==> config.mk <==
export PLATFORM = sky130hd
export DESIGN_NAME = conv_sequencer_flat
export DESIGN_NICKNAME = d
export VERILOG_FILES = /design/src/rtl/conv_sequencer_if.sv /design/src/rtl/conv_sequencer.sv /design/src/flat_wrapper.sv
export SDC_FILE = /design/constraint.sdc
export NUM_CORES = 1
export LEC_CHECK = 0
export BUFFER_PORTS_ARGS = -buffer_cell sky130_fd_sc_hd__buf_2
export CORE_MARGIN = 4
export CORE_UTILIZATION = 40
export DETAILED_ROUTE_END_ITERATION = 8
export GPL_ROUTABILITY_DRIVEN = 0
export PLACE_DENSITY_LB_ADDON = 0.25
export SLEW_MARGIN = 20
export SYNTH_ARGS = -nofsm -noshare
export SYNTH_HDL_FRONTEND = slang
export SYNTH_SLANG_ARGS = --single-unit
==> constraint.sdc <==
create_clock -name clk -period 7.6 [get_ports clk]
set_clock_uncertainty 0.05 [all_clocks]
set_input_delay 0.38 -clock clk [delete_from_list [all_inputs] [get_ports clk]]
set_output_delay 0.38 -clock clk [all_outputs]
set_load 0.02 [all_outputs]
==> src/rtl/conv_sequencer_if.sv <==
// conv_sequencer_if
// Bundles the control/handshake signals between the convolution sequencer and
// its surroundings (image loader, MAC/ReLU datapath, downstream emit stage).
//
// Modports:
//   master - the sequencer: samples start/abort/img_ready/emit_ready and
//            drives busy, tap decode (pix_addr, pad, w_idx), accumulator
//            control (acc_sel, acc_clr, acc_en), emit_valid, pos_idx, done.
//   slave  - the environment driving the requests and consuming the controls.
//
// Build option: CONV_SEQ_PERF_EN adds perf_cycles and stall_cycles.
interface conv_sequencer_if #(
    parameter int AW          = 6,
    parameter int NUM_FILTERS = 2
);
    localparam int SELW = (NUM_FILTERS > 1) ? $clog2(NUM_FILTERS) : 1;

    logic            start;
    logic            abort;
    logic            img_ready;
    logic            busy;
    logic [AW-1:0]   pix_addr;
    logic            pad;
    logic [4:0]      w_idx;
    logic [SELW-1:0] acc_sel;
    logic            acc_clr;
    logic            acc_en;
    logic            emit_valid;
    logic            emit_ready;
    logic [5:0]      pos_idx;
    logic            done;
`ifdef CONV_SEQ_PERF_EN
    logic [15:0]     perf_cycles;
    logic [15:0]     stall_cycles;

    modport master (
        input  start, abort, img_ready, emit_ready,
        output busy, pix_addr, pad, w_idx, acc_sel, acc_clr, acc_en,
        output emit_valid, pos_idx, done, perf_cycles, stall_cycles
    );

    modport slave (
        output start, abort, img_ready, emit_ready,
        input  busy, pix_addr, pad, w_idx, acc_sel, acc_clr, acc_en,
        input  emit_valid, pos_idx, done, perf_cycles, stall_cycles
    );
`else
    modport master (
        input  start, abort, img_ready, emit_ready,
        output busy, pix_addr, pad, w_idx, acc_sel, acc_clr, acc_en,
        output emit_valid, pos_idx, done
    );

    modport slave (
        output start, abort, img_ready, emit_ready,
        input  busy, pix_addr, pad, w_idx, acc_sel, acc_clr, acc_en,
        input  emit_valid, pos_idx, done
    );
`endif
endinterface

==> src/rtl/conv_sequencer.sv <==
// conv_sequencer
// Control FSM stepping the 3x3 convolution datapath across a loaded image, one
// output position at a time. Each RUN cycle issues one tap (pixel address or
// zero-pad, weight index, accumulator control); after every filter of the
// position has seen all nine taps, the position is offered downstream with a
// valid/ready handshake (EMIT). The last accepted position produces a one-cycle
// done pulse.
//
// Ports:
//   clk    - clock
//   reset  - synchronous active-high reset; aborts any frame immediately
//   bus    - conv_sequencer_if.master:
//            in : start, abort, img_ready, emit_ready
//            out: busy, pix_addr, pad, w_idx, acc_sel, acc_clr, acc_en,
//                 emit_valid, pos_idx, done
//
// Build option: CONV_SEQ_PERF_EN adds bus.perf_cycles (busy cycles) and
// bus.stall_cycles (EMIT cycles with emit_ready low), both saturating, cleared
// on reset and on start acceptance, held after the frame.
module conv_sequencer #(
    parameter int IMG_W       = 8,
    parameter int IMG_H       = 8,
    parameter int OUT_W       = 6,
    parameter int OUT_H       = 6,
    parameter int NUM_FILTERS = 2,
    parameter int AW          = 6
) (
    input  logic             clk,
    input  logic             reset,
    conv_sequencer_if.master bus
);
    localparam int SELW    = (NUM_FILTERS > 1) ? $clog2(NUM_FILTERS) : 1;
    localparam int NPOS    = OUT_W * OUT_H;
    localparam int IMG_MAX = (IMG_W > IMG_H) ? IMG_W : IMG_H;
    // Signed tap coordinates need room for -1 and for IMG_MAX itself.
    localparam int CW_MIN  = $clog2(IMG_MAX + 1) + 2;
    localparam int CW      = (CW_MIN > 5) ? CW_MIN : 5;
    localparam int XW      = CW - 1;

    localparam logic signed [CW-1:0] IMG_W_S   = CW'(IMG_W);
    localparam logic signed [CW-1:0] IMG_H_S   = CW'(IMG_H);
    localparam logic [AW-1:0]        IMG_W_A   = AW'(IMG_W);
    localparam logic [5:0]           LAST_POS  = 6'(NPOS - 1);
    localparam logic [SELW-1:0]      LAST_FILT = SELW'(NUM_FILTERS - 1);
    localparam logic [XW-1:0]        LAST_X    = XW'(OUT_W - 1);

    typedef enum logic [2:0] {
        S_IDLE,
        S_ARM,
        S_RUN,
        S_EMIT,
        S_DONE
    } state_t;

    state_t          state, state_nxt;
    logic [5:0]      pos, pos_nxt;
    logic [SELW-1:0] filt, filt_nxt;
    logic [3:0]      tap, tap_nxt;
    // Center coordinates of the current position, tracked alongside pos so the
    // datapath never needs a divide by OUT_W.
    logic [XW-1:0]   cx, cx_nxt;
    logic [XW-1:0]   cy, cy_nxt;

    logic signed [CW-1:0] px, py;
    logic                 pad_c;
    logic [AW-1:0]        lin_addr;
    logic                 in_run;

    // Column offset of a tap within the 3x3 window: tap % 3 - 1.
    function automatic logic signed [CW-1:0] tap_col_offset(input logic [3:0] t);
        logic signed [CW-1:0] d;
        case (t)
            4'd0, 4'd3, 4'd6: d = '1;
            4'd2, 4'd5, 4'd8: d = CW'(1);
            default:          d = '0;
        endcase
        return d;
    endfunction

    // Row offset of a tap within the 3x3 window: tap / 3 - 1.
    function automatic logic signed [CW-1:0] tap_row_offset(input logic [3:0] t);
        logic signed [CW-1:0] d;
        case (t)
            4'd0, 4'd1, 4'd2: d = '1;
            4'd6, 4'd7, 4'd8: d = CW'(1);
            default:          d = '0;
        endcase
        return d;
    endfunction

    // State and counter registers
    always_ff @(posedge clk) begin
        if (reset) begin
            state <= S_IDLE;
            pos   <= '0;
            filt  <= '0;
            tap   <= '0;
            cx    <= '0;
            cy    <= '0;
        end else begin
            state <= state_nxt;
            pos   <= pos_nxt;
            filt  <= filt_nxt;
            tap   <= tap_nxt;
            cx    <= cx_nxt;
            cy    <= cy_nxt;
        end
    end

    // Next-state and counter sequencing
    always_comb begin
        state_nxt = state;
        pos_nxt   = pos;
        filt_nxt  = filt;
        tap_nxt   = tap;
        cx_nxt    = cx;
        cy_nxt    = cy;

        if (bus.abort) begin
            // Abort beats everything, including a simultaneous start in IDLE.
            state_nxt = S_IDLE;
            pos_nxt   = '0;
            filt_nxt  = '0;
            tap_nxt   = '0;
            cx_nxt    = '0;
            cy_nxt    = '0;
        end else begin
            case (state)
                S_IDLE: begin
                    pos_nxt  = '0;
                    filt_nxt = '0;
                    tap_nxt  = '0;
                    cx_nxt   = '0;
                    cy_nxt   = '0;
                    if (bus.start) begin
                        state_nxt = S_ARM;
                    end
                end
                S_ARM: begin
                    if (bus.img_ready) begin
                        state_nxt = S_RUN;
                    end
                end
                S_RUN: begin
                    if (tap == 4'd8) begin
                        tap_nxt = '0;
                        if (filt == LAST_FILT) begin
                            filt_nxt  = '0;
                            state_nxt = S_EMIT;
                        end else begin
                            filt_nxt = filt + SELW'(1);
                        end
                    end else begin
                        tap_nxt = tap + 4'd1;
                    end
                end
                S_EMIT: begin
                    if (bus.emit_ready) begin
                        if (pos == LAST_POS) begin
                            state_nxt = S_DONE;
                        end else begin
                            state_nxt = S_RUN;
                            pos_nxt   = pos + 6'd1;
                            if (cx == LAST_X) begin
                                cx_nxt = '0;
                                cy_nxt = cy + XW'(1);
                            end else begin
                                cx_nxt = cx + XW'(1);
                            end
                        end
                    end
                end
                S_DONE: begin
                    // Leave IDLE with clean counters so pos_idx reads 0 there.
                    state_nxt = S_IDLE;
                    pos_nxt   = '0;
                    filt_nxt  = '0;
                    tap_nxt   = '0;
                    cx_nxt    = '0;
                    cy_nxt    = '0;
                end
                default: begin
                    state_nxt = S_IDLE;
                end
            endcase
        end
    end

    // Tap decode: neighbour coordinate, pad test and linear address
    always_comb begin
        px       = $signed({1'b0, cx}) + tap_col_offset(tap);
        py       = $signed({1'b0, cy}) + tap_row_offset(tap);
        // Sign bit catches -1; the upper bound test stops wrap into the next row.
        pad_c    = px[CW-1] || py[CW-1] || (px >= IMG_W_S) || (py >= IMG_H_S);
        lin_addr = AW'($unsigned(py)) * IMG_W_A + AW'($unsigned(px));
    end

    assign in_run         = (state == S_RUN);
    assign bus.busy       = (state != S_IDLE);
    assign bus.pad        = in_run && pad_c;
    assign bus.pix_addr   = (in_run && !pad_c) ? lin_addr : '0;
    assign bus.w_idx      = in_run ? (5'(filt) * 5'd9 + 5'(tap)) : '0;
    assign bus.acc_sel    = in_run ? filt : '0;
    assign bus.acc_clr    = in_run && (tap == 4'd0);
    assign bus.acc_en     = in_run;
    assign bus.emit_valid = (state == S_EMIT);
    assign bus.pos_idx    = pos;
    assign bus.done       = (state == S_DONE);

`ifdef CONV_SEQ_PERF_EN
    logic [15:0] perf_cnt;
    logic [15:0] stall_cnt;
    logic        start_accept;

    assign start_accept = (state == S_IDLE) && bus.start && !bus.abort;

    // Performance counters
    always_ff @(posedge clk) begin
        if (reset || start_accept) begin
            perf_cnt  <= '0;
            stall_cnt <= '0;
        end else begin
            if ((state != S_IDLE) && (perf_cnt != 16'hFFFF)) begin
                perf_cnt <= perf_cnt + 16'd1;
            end
            if ((state == S_EMIT) && !bus.emit_ready && (stall_cnt != 16'hFFFF)) begin
                stall_cnt <= stall_cnt + 16'd1;
            end
        end
    end

    assign bus.perf_cycles  = perf_cnt;
    assign bus.stall_cycles = stall_cnt;
`endif
endmodule
==> src/flat_wrapper.sv <==
// flat-port wrapper written by rule: the top's interface ports become plain ports
module conv_sequencer_flat 
#(
    parameter int IMG_W       = 8,
    parameter int IMG_H       = 8,
    parameter int OUT_W       = 6,
    parameter int OUT_H       = 6,
    parameter int NUM_FILTERS = 2,
    parameter int AW          = 6
)
  (clk, reset, bus_start, bus_abort, bus_img_ready, bus_emit_ready, bus_busy, bus_pix_addr, bus_pad, bus_w_idx, bus_acc_sel, bus_acc_clr, bus_acc_en, bus_emit_valid, bus_pos_idx, bus_done);
  conv_sequencer_if #(.AW(AW), .NUM_FILTERS(NUM_FILTERS)) bus_i ();
  input  logic clk;
  input  logic reset;
  input wire logic [$bits(bus_i.start)-1:0] bus_start;
  input wire logic [$bits(bus_i.abort)-1:0] bus_abort;
  input wire logic [$bits(bus_i.img_ready)-1:0] bus_img_ready;
  input wire logic [$bits(bus_i.emit_ready)-1:0] bus_emit_ready;
  output wire logic [$bits(bus_i.busy)-1:0] bus_busy;
  output wire logic [$bits(bus_i.pix_addr)-1:0] bus_pix_addr;
  output wire logic [$bits(bus_i.pad)-1:0] bus_pad;
  output wire logic [$bits(bus_i.w_idx)-1:0] bus_w_idx;
  output wire logic [$bits(bus_i.acc_sel)-1:0] bus_acc_sel;
  output wire logic [$bits(bus_i.acc_clr)-1:0] bus_acc_clr;
  output wire logic [$bits(bus_i.acc_en)-1:0] bus_acc_en;
  output wire logic [$bits(bus_i.emit_valid)-1:0] bus_emit_valid;
  output wire logic [$bits(bus_i.pos_idx)-1:0] bus_pos_idx;
  output wire logic [$bits(bus_i.done)-1:0] bus_done;
  assign bus_i.start = bus_start;
  assign bus_i.abort = bus_abort;
  assign bus_i.img_ready = bus_img_ready;
  assign bus_i.emit_ready = bus_emit_ready;
  assign bus_busy = bus_i.busy;
  assign bus_pix_addr = bus_i.pix_addr;
  assign bus_pad = bus_i.pad;
  assign bus_w_idx = bus_i.w_idx;
  assign bus_acc_sel = bus_i.acc_sel;
  assign bus_acc_clr = bus_i.acc_clr;
  assign bus_acc_en = bus_i.acc_en;
  assign bus_emit_valid = bus_i.emit_valid;
  assign bus_pos_idx = bus_i.pos_idx;
  assign bus_done = bus_i.done;
  conv_sequencer #(.IMG_W(IMG_W), .IMG_H(IMG_H), .OUT_W(OUT_W), .OUT_H(OUT_H), .NUM_FILTERS(NUM_FILTERS), .AW(AW)) u_core (.clk(clk), .reset(reset), .bus(bus_i));
endmodule
Word-level counts from Yosys, hierarchy flattened
Cells that the tools add are included.
- $add $sub $neg: 9
- $mul: 1
- div/mod/pow operators: 0
- $lt $le $gt $ge: 2
- equal/unequal tests: 20
- shift-type cells: 0
- muxes and demuxes: 28
- bitwise operators: 0
- reductions and logical operators: 22
- operator list (cell ; count):
    6-bit case mux with 2 select lines ; 3
    5-bit two-way mux ; 7
    5-bit case mux with 2 select lines ; 2
    6-bit adder ; 3
    3-bit two-way mux ; 6
    6-bit two-way mux ; 3
    4-bit by 3-bit == test with 1-bit output, second input constant ; 3
    6-bit by 5-bit >= comparator with 1-bit output, second input constant ; 2
    3-bit case mux with 4 select lines ; 1
    3-bit OR reduction ; 4
    5-bit by 1-bit adder with 5-bit output, second input constant ; 2
    2-bit != test, second input constant ; 5
    4-bit by 2-bit == test with 1-bit output, second input constant ; 2
    4-bit case mux with 2 select lines ; 1
    6-bit by 1-bit adder with 6-bit output, second input constant ; 1
    3-bit by 2-bit == test with 1-bit output, second input constant ; 2
    6-bit == test, second input constant ; 1
    5-bit by 4-bit adder with 5-bit output ; 1
    5-bit by 3-bit == test with 1-bit output, second input constant ; 1
    1-bit by 4-bit multiplier with 5-bit output, second input constant ; 1
    5-bit AND reduction ; 1
    4-bit by 1-bit adder with 4-bit output, second input constant ; 1
    4-bit by 1-bit == test with 1-bit output, second input constant ; 1
    4-bit == test, second input constant ; 1
    other kinds (18) ; 27
- register bits after elaboration: 24
- bits in latches: 0
- memory bits (writable): 0
- memory bits (read-only): 0
- input port bits: 6
- output and inout bits: 24
- memories: 0

Logic depth before layout (Yosys ltp)
Gate-level depths: netlist (run 1).
- depth after elaboration: 10
- depth in mapped cells: 14
- gate-level depth less buffers: 14

Worst setup path before layout (run 1)
OpenSTA, ideal clock, no wires.
- path type: register to output
- start point: register u_core.tap[0]
- end point: output port bus_pix_addr[5]
- arrival: 3341 ps
- setup slack: 3829 ps
- stages on the path, launching flop included: 14
- cell sequence: dfxtp_1 > inv_1 > ha_1 > nor3_1 > nor3_2 > inv_1 > fa_1 > nand2b_1 > a21oi_1 > xnor2_1 > fa_1 > xnor2_1 > xnor2_1 > nor4_1
- longest elaborated chain between the ends: 10
- elaborated cells on any way between the ends: 25
- those cells by class: add/sub: 3; order compare: 2; eq/ne: 7; mux: 3; reduce/logical: 10
- RTL lines (item ; RTL line ; RTL):
    start, declared ; conv_sequencer.sv:58 ; logic [3:0] tap, tap_nxt;
    start signal, assigned ; conv_sequencer.sv:104 ; tap <= tap_nxt;
    4-bit by 3-bit == test with 1-bit output, or another cell as far along ; conv_sequencer.sv:72 ; case (t)
    3-bit OR reduction, on equally long branches ; conv_sequencer.sv:72, conv_sequencer.sv:83 ;
    6-bit case mux with 2 select lines, on equally long branches ; conv_sequencer.sv:72, conv_sequencer.sv:83 ;
    6-bit adder, on equally long branches ; conv_sequencer.sv:191, conv_sequencer.sv:192 ;
    6-bit by 5-bit >= comparator with 1-bit output or 1-bit logical OR (tied branches) ; conv_sequencer.sv:194 ; pad_c = px[CW-1] || py[CW-1] || (px >= IMG_W_S) || (py >= IMG_H_S);
    1-bit logical OR (2 in series) ; conv_sequencer.sv:194 ;
    1-bit logical NOT ; conv_sequencer.sv:201 ; assign bus.pix_addr = (in_run && !pad_c) ? lin_addr : '0;
    1-bit logical AND ; conv_sequencer.sv:201 ;
    6-bit two-way mux * ; conv_sequencer.sv:201 ;
    end, declared ; flat_wrapper.sv:20 ; output wire logic [$bits(bus_i.pix_addr)-1:0] bus_pix_addr;
Every way passes the cells marked *; elsewhere a longest branch is shown, timed or not.

Worst setup path in the final report (run 1)
Ends and elaborated chain as after synthesis.

==> results_dict.tcl, run 1 <==
set metrics [dict create \
    synth.distinct_cells 51 \
    p_leak_nw 0.905 \
    syn_area_per_cell_sq_um 8.16 \
    powerDensity_nw_per_um2 123 \
    grt_max_degree 18 \
    yosysTopAreaCellShare_pct 25.3 \
    cts_resized 0 \
    rsz0062_at_grt "false" \
    drtIter0Drc 60 \
    clock_path_buffers 2 \
    rrSetupSlack_ns 5.40 \
    post-route-period-util_pct 54.0 \
    worstRegToRegCells 5 \
    netlist_instances 233 \
    clk_latency_ns 0.27 \
    grt_pass1_wl_mm 7.20 \
    tightest_slew_ns 0.854 \
    synth_area_leader_cell "dfxtp_1" \
    drive_above_1_share_pct 15.4 \
    yosys-top-cells-area "dfxtp_1 25%, ha_1 14%, nor2_1 5.5%" \
    dpl.cell_count 307 \
    synth_fa_ha_area_share_pct 17.6 \
    start_util_pct 42.5 \
    hold_depth 4 \
    synth_top_family_by_area "simple AND/OR/NAND/NOR gates" \
    yosysMostFrequentCell "nor2_1" \
    crit_fanout 6 \
    synth_ff_type "dfxtp_1" \
    worstHoldStart "reset" \
    core-area_sq_um 4470 \
    required_ns 7.17 \
    critical-path-top-delay-family "adder cells" \
    power.total_mw 0.262 \
    drt-total-wl_mm 3.98 \
    rr_endpoint "u_core.state[0]" \
    hold_end "u_core.tap[3]" \
    finalMaxSlewViolations 0 \
    cts_root_buf "clkbuf_8" \
    period_needed_ns 4.10 \
    crit_slowest_cell "nor3_2" \
    synth_compound_area_share_pct 17.6 \
    post-route-util_pct 47.5 \
    synthSimpleGateAreaFrac_pct 27.5 \
    register_area_sq_um 480 \
    worstSetupPathType "flop to output port" \
    setup_viol 0 \
    final-hold-violation-count 0 \
    ys_top_cells_by_count "28 x nor2_1, 24 x dfxtp_1, 22 x ha_1" \
    yosys_warnings 0 \
    place_area_sq_um 2070 \
    hold_buffers 0 \
    path_cells "inv_1, ha_1, nor3_1, nor3_2, ha_1, a21o_1, a21oi_1, xnor2_1, ha_1, inv_1, fa_1, xnor2_1, xnor2_1, nor4_1, buf_2" \
    cts_sinks 24 \
    worstReg2RegStart "u_core.state[2]" \
    instances_no_fill 311 \
    row_count 24 \
    setup.worst_path.end_class "output port" \
    synth_nets 264 \
    track_usage_pct 14.6 \
    port_buffers 29 \
    n_fill_cell 472 \
    synth_edf_count 0 \
    cts_buffers 3 \
    crit_buf_inv 3 \
    firstDrtPassIters 4 \
    cts_tree "done" \
    path_clk_slew_ns 0.08 \
    maxCapViolCount 0 \
    peakVddDrop_mv 0.0768 \
    crit_arrival_ns 3.67 \
    cts_htree_levels 1 \
    post-route-cell-area_sq_um 2120 \
    mappedNetlistArea_sq_um 1900 \
    multi_input_area_sq_um 1330 \
    clock.fmax_mhz 244 \
    cts_setup_buffers 0 \
    critPathLaunch "u_core.tap[0]" \
    wl_per_cell_microns 12.8 \
    via_per_inst 5.47 \
    io_pins 30 \
    die_w_microns 76.9 \
    max_stage_delay_ns 0.41 \
    nNetsFinal 291 \
    critPathLaunchType "flop" \
    synthMuxAreaShare_pct 0 \
    post-route-drc-count 0 \
    slew_headroom_pct 42.6 \
    hold_class "input pin to flop" \
    grt.overflow.total 0 \
    vias 1702 \
    dp_hpwl_mm 3.16 \
    synth-seq-cells 24 \
    ys_seq_area_share_pct 25.3 \
    die_h_microns 76.9 \
    outcome "completed" \
    grt_pass1_vias 1609 \
    die-area_sq_um 5920 \
    diodes 0 \
    async_reset_ff_share_pct 0 \
    antenna_found_initial 0 \
    synthXorXnorAreaFrac_pct 7.37 \
    drtAntennaViolNets 0 \
    area_growth_syn_to_layout_pct 11.7 \
    setup-tns-final_ns 0 \
]
-- kinds of logic after synthesis --
logic type / count (synthesis)
adders and majority gates: 25
DFF: 24
and+or+nand+nor: 98
xor gates and xnor gates: 16
AOI/OAI and AO/OA: 51
buffers and inverters: 19
-- power breakdown --
part | internal (mW) | leakage, nW | switching, mW
registers | 0.127 | 0.194 | 0.00357
logic | 0.0172 | 0.683 | 0.0276
clock network | 0.0462 | 0.0288 | 0.0400
-- layer usage --
metal | vias up | GRT usage (%) | share of wire, %
met1 | 776 | 19.6 | 51
met3 | 5 | 1.87 | 3.2
met5 | - | 0 | 0
met2 | 27 | 24.0 | 45
li1 | 894 | - | -
met4 | 0 | 4.89 | 1.4
-- metrics by stage --
step,hold slack [ns],setup WS [ns]
6_report,0.372,3.50
5_1_grt,0.410,3.15
4_1_cts,0.373,3.47
3_5_place_dp,0.461,3.78
3_3_place_gp,0.459,3.86
2_1_floorplan,0.412,3.83
-- worst max-delay path by stage --
stage                            to  slack, ns  cells after the start
floorplan           bus_pix_addr[5]       3.83                     13
global placement    bus_pix_addr[5]       3.86                     15
detailed placement  bus_pix_addr[5]       3.78                     15
CTS                 bus_pix_addr[5]       3.47                     15
global route        bus_pix_addr[1]       3.15                     11
finish              bus_pix_addr[5]       3.50                     15
-- state kept, by name, summed over array words and instances (netlist names) --
signal	flops
u_core.cy	5
u_core.bus.pos_idx	6
u_core.tap	4
u_core.filt	1
u_core.state	3
u_core.cx	5
-- layout by cell type (no fill, tap or decap), types with 2 or more instances in the layout --
cell type and instances:
inv_1 11, nor3b_1 2, a21o_1 3, and3_1 3, nor2b_1 5, o31ai_1 3, a31oi_1 2, or2_2 3
xor2_1 5, fa_1 3, o21ai_0 11, nor3_1 10, xnor2_1 11, nand2b_1 2, nand3_1 10, nand4_1 3
a211oi_1 2, ha_1 22, clkbuf_8 4, nand2_1 8, o22ai_1 2, nor2_1 28, nor4_1 4, dfxtp_1 24
o21bai_1 2, or3_1 5, a21oi_1 18, buf_2 29, and2_1 5
-- final cells by class --
type	instances	share of cell area [%]
tap	52	3.06
multi-input combinational	190	62.8
sequential	24	22.6
timing repair buffer	29	6.84
inverter	12	2.12
clock buffer	4	2.59
-- worst register-to-register path, stage by stage (launching register included) --
cell	delay, ns
dfxtp_1	0.55
or3b_1	0.46
a31oi_2	0.16
a2111o_1	0.48
or3_1	0.32
a21oi_1	0.12
Power figures use the tool's default switching activity.
==> inputs of run 2 (changes only) <==
--- a/config.mk
+++ b/config.mk
@@ -5,6 +5,7 @@
 export SDC_FILE = /design/constraint.sdc
 export NUM_CORES = 1
 export LEC_CHECK = 0
+export ABC_AREA = 1
 export BUFFER_PORTS_ARGS = -buffer_cell sky130_fd_sc_hd__buf_2
 export CORE_MARGIN = 4
 export CORE_UTILIZATION = 40
==> constraint.sdc (replaced) <==
create_clock -name clk -period 3.7 [get_ports clk]
set_clock_uncertainty 0.05 [all_clocks]
set_input_delay 0.185 -clock clk [delete_from_list [all_inputs] [get_ports clk]]
set_output_delay 0.185 -clock clk [all_outputs]
set_load 0.02 [all_outputs]
==> run 2 against run 1 <==
Effect of this change:
- clock-buffer cell count is the same
- routed wire length grew 18%
- synthesized cell count grew 38%
- design area grew 10%
==> results_dict.tcl, run 2 <==
set metrics [dict create \
    ys_seq_area_share_pct 23.2 \
    diodes 0 \
    top_usage_layer "met2" \
    start_util_pct 42.5 \
    async_reset_ff_share_pct 0 \
    die_w_microns 80.0 \
    cts_root_buf "clkbuf_8" \
    final-hold-violation-count 0 \
    intPower_mw 0.405 \
    die_h_microns 80.0 \
    yosys-top-cells-area "dfxtp_1 23%, nand2_1 15%, ha_1 13%" \
    whs_ns 0.211 \
    syn_area_per_cell_sq_um 6.43 \
    antenna_found_initial 0 \
    crit_arrival_ns 3.07 \
    synthMuxAreaShare_pct 0 \
    power.share.sequential_pct 46.1 \
    crit_fanout 5 \
    post-route-drc-count 0 \
    path_clk_slew_ns 0.09 \
    synth_compound_area_share_pct 9.96 \
    grt_pass1_wl_mm 8.33 \
    synthSimpleGateAreaFrac_pct 36.7 \
    drtIter0Drc 115 \
    setup_viol 0 \
    synth_area_leader_cell "dfxtp_1" \
    cts_sinks 24 \
    cts_htree_levels 1 \
    area_growth_syn_to_layout_pct 13.1 \
    clk_latency_ns 0.27 \
    layout_common_cells "81 x nand2_1, 43 x inv_1, 40 x nor2_1, 34 x nand3_1, 26 x buf_2" \
    synth_nets 353 \
    netlist_instances 322 \
    tightest_slew_ns 0.590 \
    setup.worst_path.end_class "output port" \
    grt_use_met2_pct 26.7 \
    via_per_inst 4.91 \
    largest_register_ffs 6 \
    synth.distinct_cells 31 \
    post-route-cell-area_sq_um 2340 \
    final_common_cell "nand2_1" \
    synth_top_family_by_area "simple AND/OR/NAND/NOR gates" \
    post-route-period-util_pct 89.3 \
    path_cells "inv_2, ha_1, inv_1, nand2_1, nand2_1, nand2_2, a31oi_1, nand3_1, ha_2, inv_1, fa_1, nand3b_1, nand3_1, nand2_1, fa_1, xnor2_1, nor2_1, buf_4" \
    power_frac_clock_pct 31.0 \
    required_ns 3.46 \
    yosys_warnings 0 \
    setup-tns-final_ns 0 \
    mappedNetlistArea_sq_um 2070 \
    drtAntennaViolNets 0 \
    dp_hpwl_mm 3.68 \
    track_usage_pct 15.9 \
    wl_per_cell_microns 11.2 \
    io_pins 30 \
    yosysMostFrequentCell "nand2_1" \
    yosysTopAreaCellShare_pct 23.2 \
    switching_power_mw 0.189 \
    core-area_sq_um 4880 \
    clock.fmax_mhz 303 \
    cts_tree "done" \
    worstSetupPathType "flop to output port" \
    finalMaxSlewViolations 0 \
    grt_util_met1_pct 21.5 \
    grt_pass1_vias 1951 \
    place_area_sq_um 2270 \
    grt_use_met3_pct 1.35 \
    synth_edf_count 0 \
    drive_above_1_share_pct 14.2 \
    n_fill_cell 536 \
    grt.overflow.total 0 \
    nNetsFinal 383 \
    critPathLaunchType "flop" \
    period_needed_ns 3.30 \
    cts_buffers 3 \
    outcome "completed" \
    peakVddDrop_mv 0.215 \
    synth-seq-cells 24 \
    pwr-share-comb_pct 22.9 \
    slew_headroom_pct 60.5 \
    drt-total-wl_mm 4.70 \
    synthXorXnorAreaFrac_pct 3.80 \
    synth_fa_ha_area_share_pct 16.2 \
    port_buffers 29 \
    crit_top_cell "nand2_1" \
    ys_top_cells_by_count "82 x nand2_1, 44 x inv_1, 40 x nor2_1" \
    powerDensity_nw_per_um2 254 \
    grt_max_degree 15 \
    die-area_sq_um 6400 \
    p_sw_share_pct 31.8 \
    max_stage_delay_ns 0.41 \
    critical-path-top-delay-family "adder cells" \
    crit_slowest_cell "fa_1" \
    crit_buf_inv 4 \
    firstDrtPassIters 5 \
    rsz0062_at_grt "false" \
    clock_path_buffers 2 \
    row_count 25 \
    vias 2051 \
    p_leak_nw 1.15 \
    hold_class "input pin to flop" \
    synth_ff_type "dfxtp_1" \
    maxCapViolCount 0 \
]
run 2: cell count changes after synthesis, sizes merged, moves of 6 or more:
| cell | delta |
|---|---|
| a21oi | +6 |
| inv | +36 |
| nand2 | +76 |
| nand3 | +24 |
| nor2 | +12 |
| nor3 | -9 |
| o21ai | -6 |
| xnor2 | -7 |
run 2: cell type report:
class / instances / area [sq um] / share of cell area, %
clock buffer: 4 / 55.1 / 2.35
timing repair buffer: 30 / 160 / 6.83
sequential: 24 / 483 / 20.6
inverter: 47 / 176 / 7.53
multi-input combinational: 246 / 1390 / 59.1
tap: 67 / 83.8 / 3.58
run 2: path summary, 6_finish.rpt:
check                                startpoint              end  slack, ns  depth (start not counted)
worst max register to register  u_core.state[1]     u_core.cx[3]       1.70                          8
worst max-delay path              u_core.tap[0]  bus_pix_addr[5]       0.40                         18
worst min-delay path              bus_img_ready  u_core.state[1]       0.21                          5
worst min register to register     u_core.cy[4]     u_core.cy[4]       0.47                          2
run 2: power groups by stage:
stage / registers (mW) / logic (mW) / clock network [mW]
after floorplan: 0.279 / 0.109 / 0
after global placement: 0.280 / 0.135 / 0
after detailed placement: 0.280 / 0.136 / 0
after CTS: 0.274 / 0.137 / 0.189
after global routing: 0.276 / 0.158 / 0.201
final: 0.274 / 0.136 / 0.185
run 2: logic make-up (layout without fill, tap and decap cells):
| kind of cell | Yosys count | in the layout |
|---|---|---|
| compound gates | 37 | 37 |
| xor+xnor | 9 | 9 |
| buf+inv | 52 | 81 |
| simple gates | 175 | 175 |
| fa+ha+maj | 25 | 25 |
| flops | 24 | 24 |
run 2: repair_timing:
item,in CTS,in global routing
hold buffers,0,0
setup endpoints to repair,0,6
resized for setup,0,8
setup buffers,0,1
run 2: metrics by stage:
stage | util, % | setup slack (ns) | power [mW] | std cells
floorplan | - | 0.635 | 0.389 | 322
global placement | 46.4 | 0.511 | 0.415 | 413
detailed placement | 46.4 | 0.449 | 0.416 | 413
CTS | 47.6 | 0.137 | 0.600 | 417
global route | 48.0 | 0.00427 | 0.635 | 418
finish | 48.0 | 0.396 | 0.594 | 418
run 2: layer usage:
layer	share of wire, %	vias up
met3	3.4	7
met2	45	41
met5	0	-
li1	-	1096
met1	51	907
met4	1.4	0
run 2: worst reg2reg max path, cell delays in order, from the launching register on:
cell and delay, ns:
dfxtp_1 0.37, nor2_2 0.46, inv_2 0.16, a21oi_2 0.23, nand2_2 0.18, inv_2 0.24
nand3_1 0.10, nand2_1 0.08, nor2_1 0.04
==> inputs of run 3 (changes only) <==
--- a/config.mk
+++ b/config.mk
@@ -11,7 +11,7 @@
 export CORE_UTILIZATION = 40
 export DETAILED_ROUTE_END_ITERATION = 8
 export GPL_ROUTABILITY_DRIVEN = 0
-export PLACE_DENSITY_LB_ADDON = 0.25
+export PLACE_DENSITY = 0.67
 export SLEW_MARGIN = 20
 export SYNTH_ARGS = -nofsm -noshare
 export SYNTH_HDL_FRONTEND = slang
==> constraint.sdc (replaced) <==
create_clock -name clk -period 3.7 [get_ports clk]
set_clock_uncertainty 0.05 [all_clocks]
set_input_delay 0.74 -clock clk [delete_from_list [all_inputs] [get_ports clk]]
set_output_delay 0.74 -clock clk [all_outputs]
set_load 0.02 [all_outputs]
==> run 3 against run 2 <==
Effect of this change:
- the flow now finishes with violations (setup timing)
- largest cell class unchanged
- sequential power barely moved
- critical path depth fell by 5
- sequential share of layout area fell by 1.2 points
- sequential cell count did not move
- non-clock buffer count rose by 8
- power fell by 2.0%
- combinational power rose by 13%
- cell count rose by 1.7%
- core utilization rose by 3.6 points
- die area did not move
==> results_dict.tcl, run 3 (same netlist as run 2, synthesis figures left out) <==
set metrics [dict create \
    outcome "finished with violations" \
    violations "setup timing" \
    grt_pass1_wl_mm 8.83 \
    drtIter0Drc 88 \
    drive_above_1_share_pct 24.0 \
    grt_pass1_vias 2014 \
    period_needed_ns 3.72 \
    setup.worst_path.end_class "output port" \
    cts_root_buf "clkbuf_8" \
    instances_no_fill 425 \
    track_usage_pct 16.6 \
    tightest_slew_ns 0.545 \
    port_buffers 29 \
    core-area_sq_um 4880 \
    clk_latency_ns 0.27 \
    post-route-drc-count 0 \
    rsz0062_at_grt "true" \
    area_growth_syn_to_layout_pct 21.7 \
    wl_per_cell_microns 12.3 \
    dpl.cell_count 415 \
    cts_sinks 24 \
    nNetsFinal 391 \
    whs_ns 0.470 \
    register_area_sq_um 490 \
    p_leak_nw 1.18 \
    vias 2124 \
    row_count 25 \
    maxCapViolCount 0 \
    cts_tree "done" \
    dp_hpwl_mm 3.75 \
    firstDrtPassIters 4 \
    grt_use_met3_pct 1.69 \
    layout_common_cells "76 x nand2_1, 38 x inv_1, 38 x nor2_1, 32 x nand3_1" \
    largest_register_ffs 6 \
    crit_fanout 3 \
    powerDensity_nw_per_um2 231 \
    path_clk_slew_ns 0.09 \
    crit_arrival_ns 2.93 \
    fin_ws_ns -0.0172 \
    cts_htree_levels 1 \
    drt-total-wl_mm 5.25 \
    drtAntennaViolNets 0 \
    slew_headroom_pct 63.6 \
    peakVddDrop_mv 0.162 \
    multi_input_area_sq_um 1490 \
    n_fill_cell 522 \
    power.total_mw 0.583 \
    diodes 0 \
    die_h_microns 80.0 \
    io_pins 30 \
    clock_path_buffers 2 \
    via_per_inst 5.00 \
    required_ns 2.91 \
    antenna_found_initial 0 \
    worstSetupPathType "flop to output port" \
    clock.fmax_mhz 269 \
    final_common_cell "nand2_1" \
    die_w_microns 80.0 \
    post-route-period-util_pct 100 \
    hold_buffers 0 \
    hold_class "flop to flop" \
    grt_use_met2_pct 30.0 \
    top_usage_layer "met2" \
    finalMaxSlewViolations 0 \
    setup_viol 3 \
    start_util_pct 42.5 \
    grt_util_met1_pct 20.9 \
    critPathLaunchType "flop" \
    grt.overflow.total 0 \
    grt_max_degree 15 \
    die-area_sq_um 6400 \
    pre_cts_slack_ns 0.0145 \
    post-route-util_pct 51.7 \
    cts_buffers 3 \
    final-hold-violation-count 0 \
]
run 3: cell types whose count changed in the layout (fill, tap and decap cells not counted), moves of 4 or more:
cell     change
nand2_1      -5
ha_4         +4
inv_1        -5
nand2_2      +5
ha_1         -8
buf_4       +11
ha_2         +4
run 3: path summary, 6_finish.rpt:
kind | startpoint | endpoint | slack, ns | depth (start not counted)
setup / recovery | u_core.tap[0] | bus_pix_addr[5] | -0.02 | 13
hold / removal | u_core.cy[4] | u_core.cy[4] | 0.47 | 2
setup reg to reg | u_core.state[1] | u_core.cy[0] | 1.66 | 7
hold reg to reg | u_core.cy[4] | u_core.cy[4] | 0.47 | 2
run 3: critical path, stage by stage, from the launching register on:
cell and delay [ns]:
dfxtp_4 0.38, buf_4 0.14, ha_2 0.18, nor2_1 0.08, nand2_1 0.07, nand2_2 0.09, o2111ai_2 0.11, ha_2 0.21
fa_2 0.55, inv_1 0.06, fa_2 0.40, xnor2_2 0.14, nor2_1 0.09, buf_4 0.15
run 3: through the flow:
step | instance area (sq um) | TNS (ns)
2_1_floorplan | 2070 | 0
3_3_place_gp | 2280 | 0
3_5_place_dp | 2280 | 0
4_1_cts | 2440 | -0.203
5_1_grt | 2520 | -1.28
6_report | 2520 | -0.0299
run 3: power by group:
group | leakage, nW | internal (mW) | switching, mW
Combinational | 0.965 | 0.0545 | 0.0996
Clock | 0.0216 | 0.0729 | 0.0830
Sequential | 0.197 | 0.263 | 0.00936
run 3: final cells by class:
type / instances / area share (%)
repair buffers: 38 / 9.03
multi-input cells: 246 / 59.3
inverters: 47 / 7.30
well taps: 67 / 3.33
flip-flops and latches: 24 / 19.5
clock buffers: 3 / 1.64
run 3: per-layer routing:
metal	routed length, microns	vias up
met3	192	6
li1	-	1109
met1	2360	962
met4	52	0
met5	0	-
met2	2640	47
run 3: repair_timing:
| action | in CTS | in global routing |
|---|---|---|
| pin swaps | 13 | 13 |
| endpoints found under the setup margin | 7 | 7 |
| gates resized for setup | 30 | 18 |
| setup buffers | 5 | 2 |
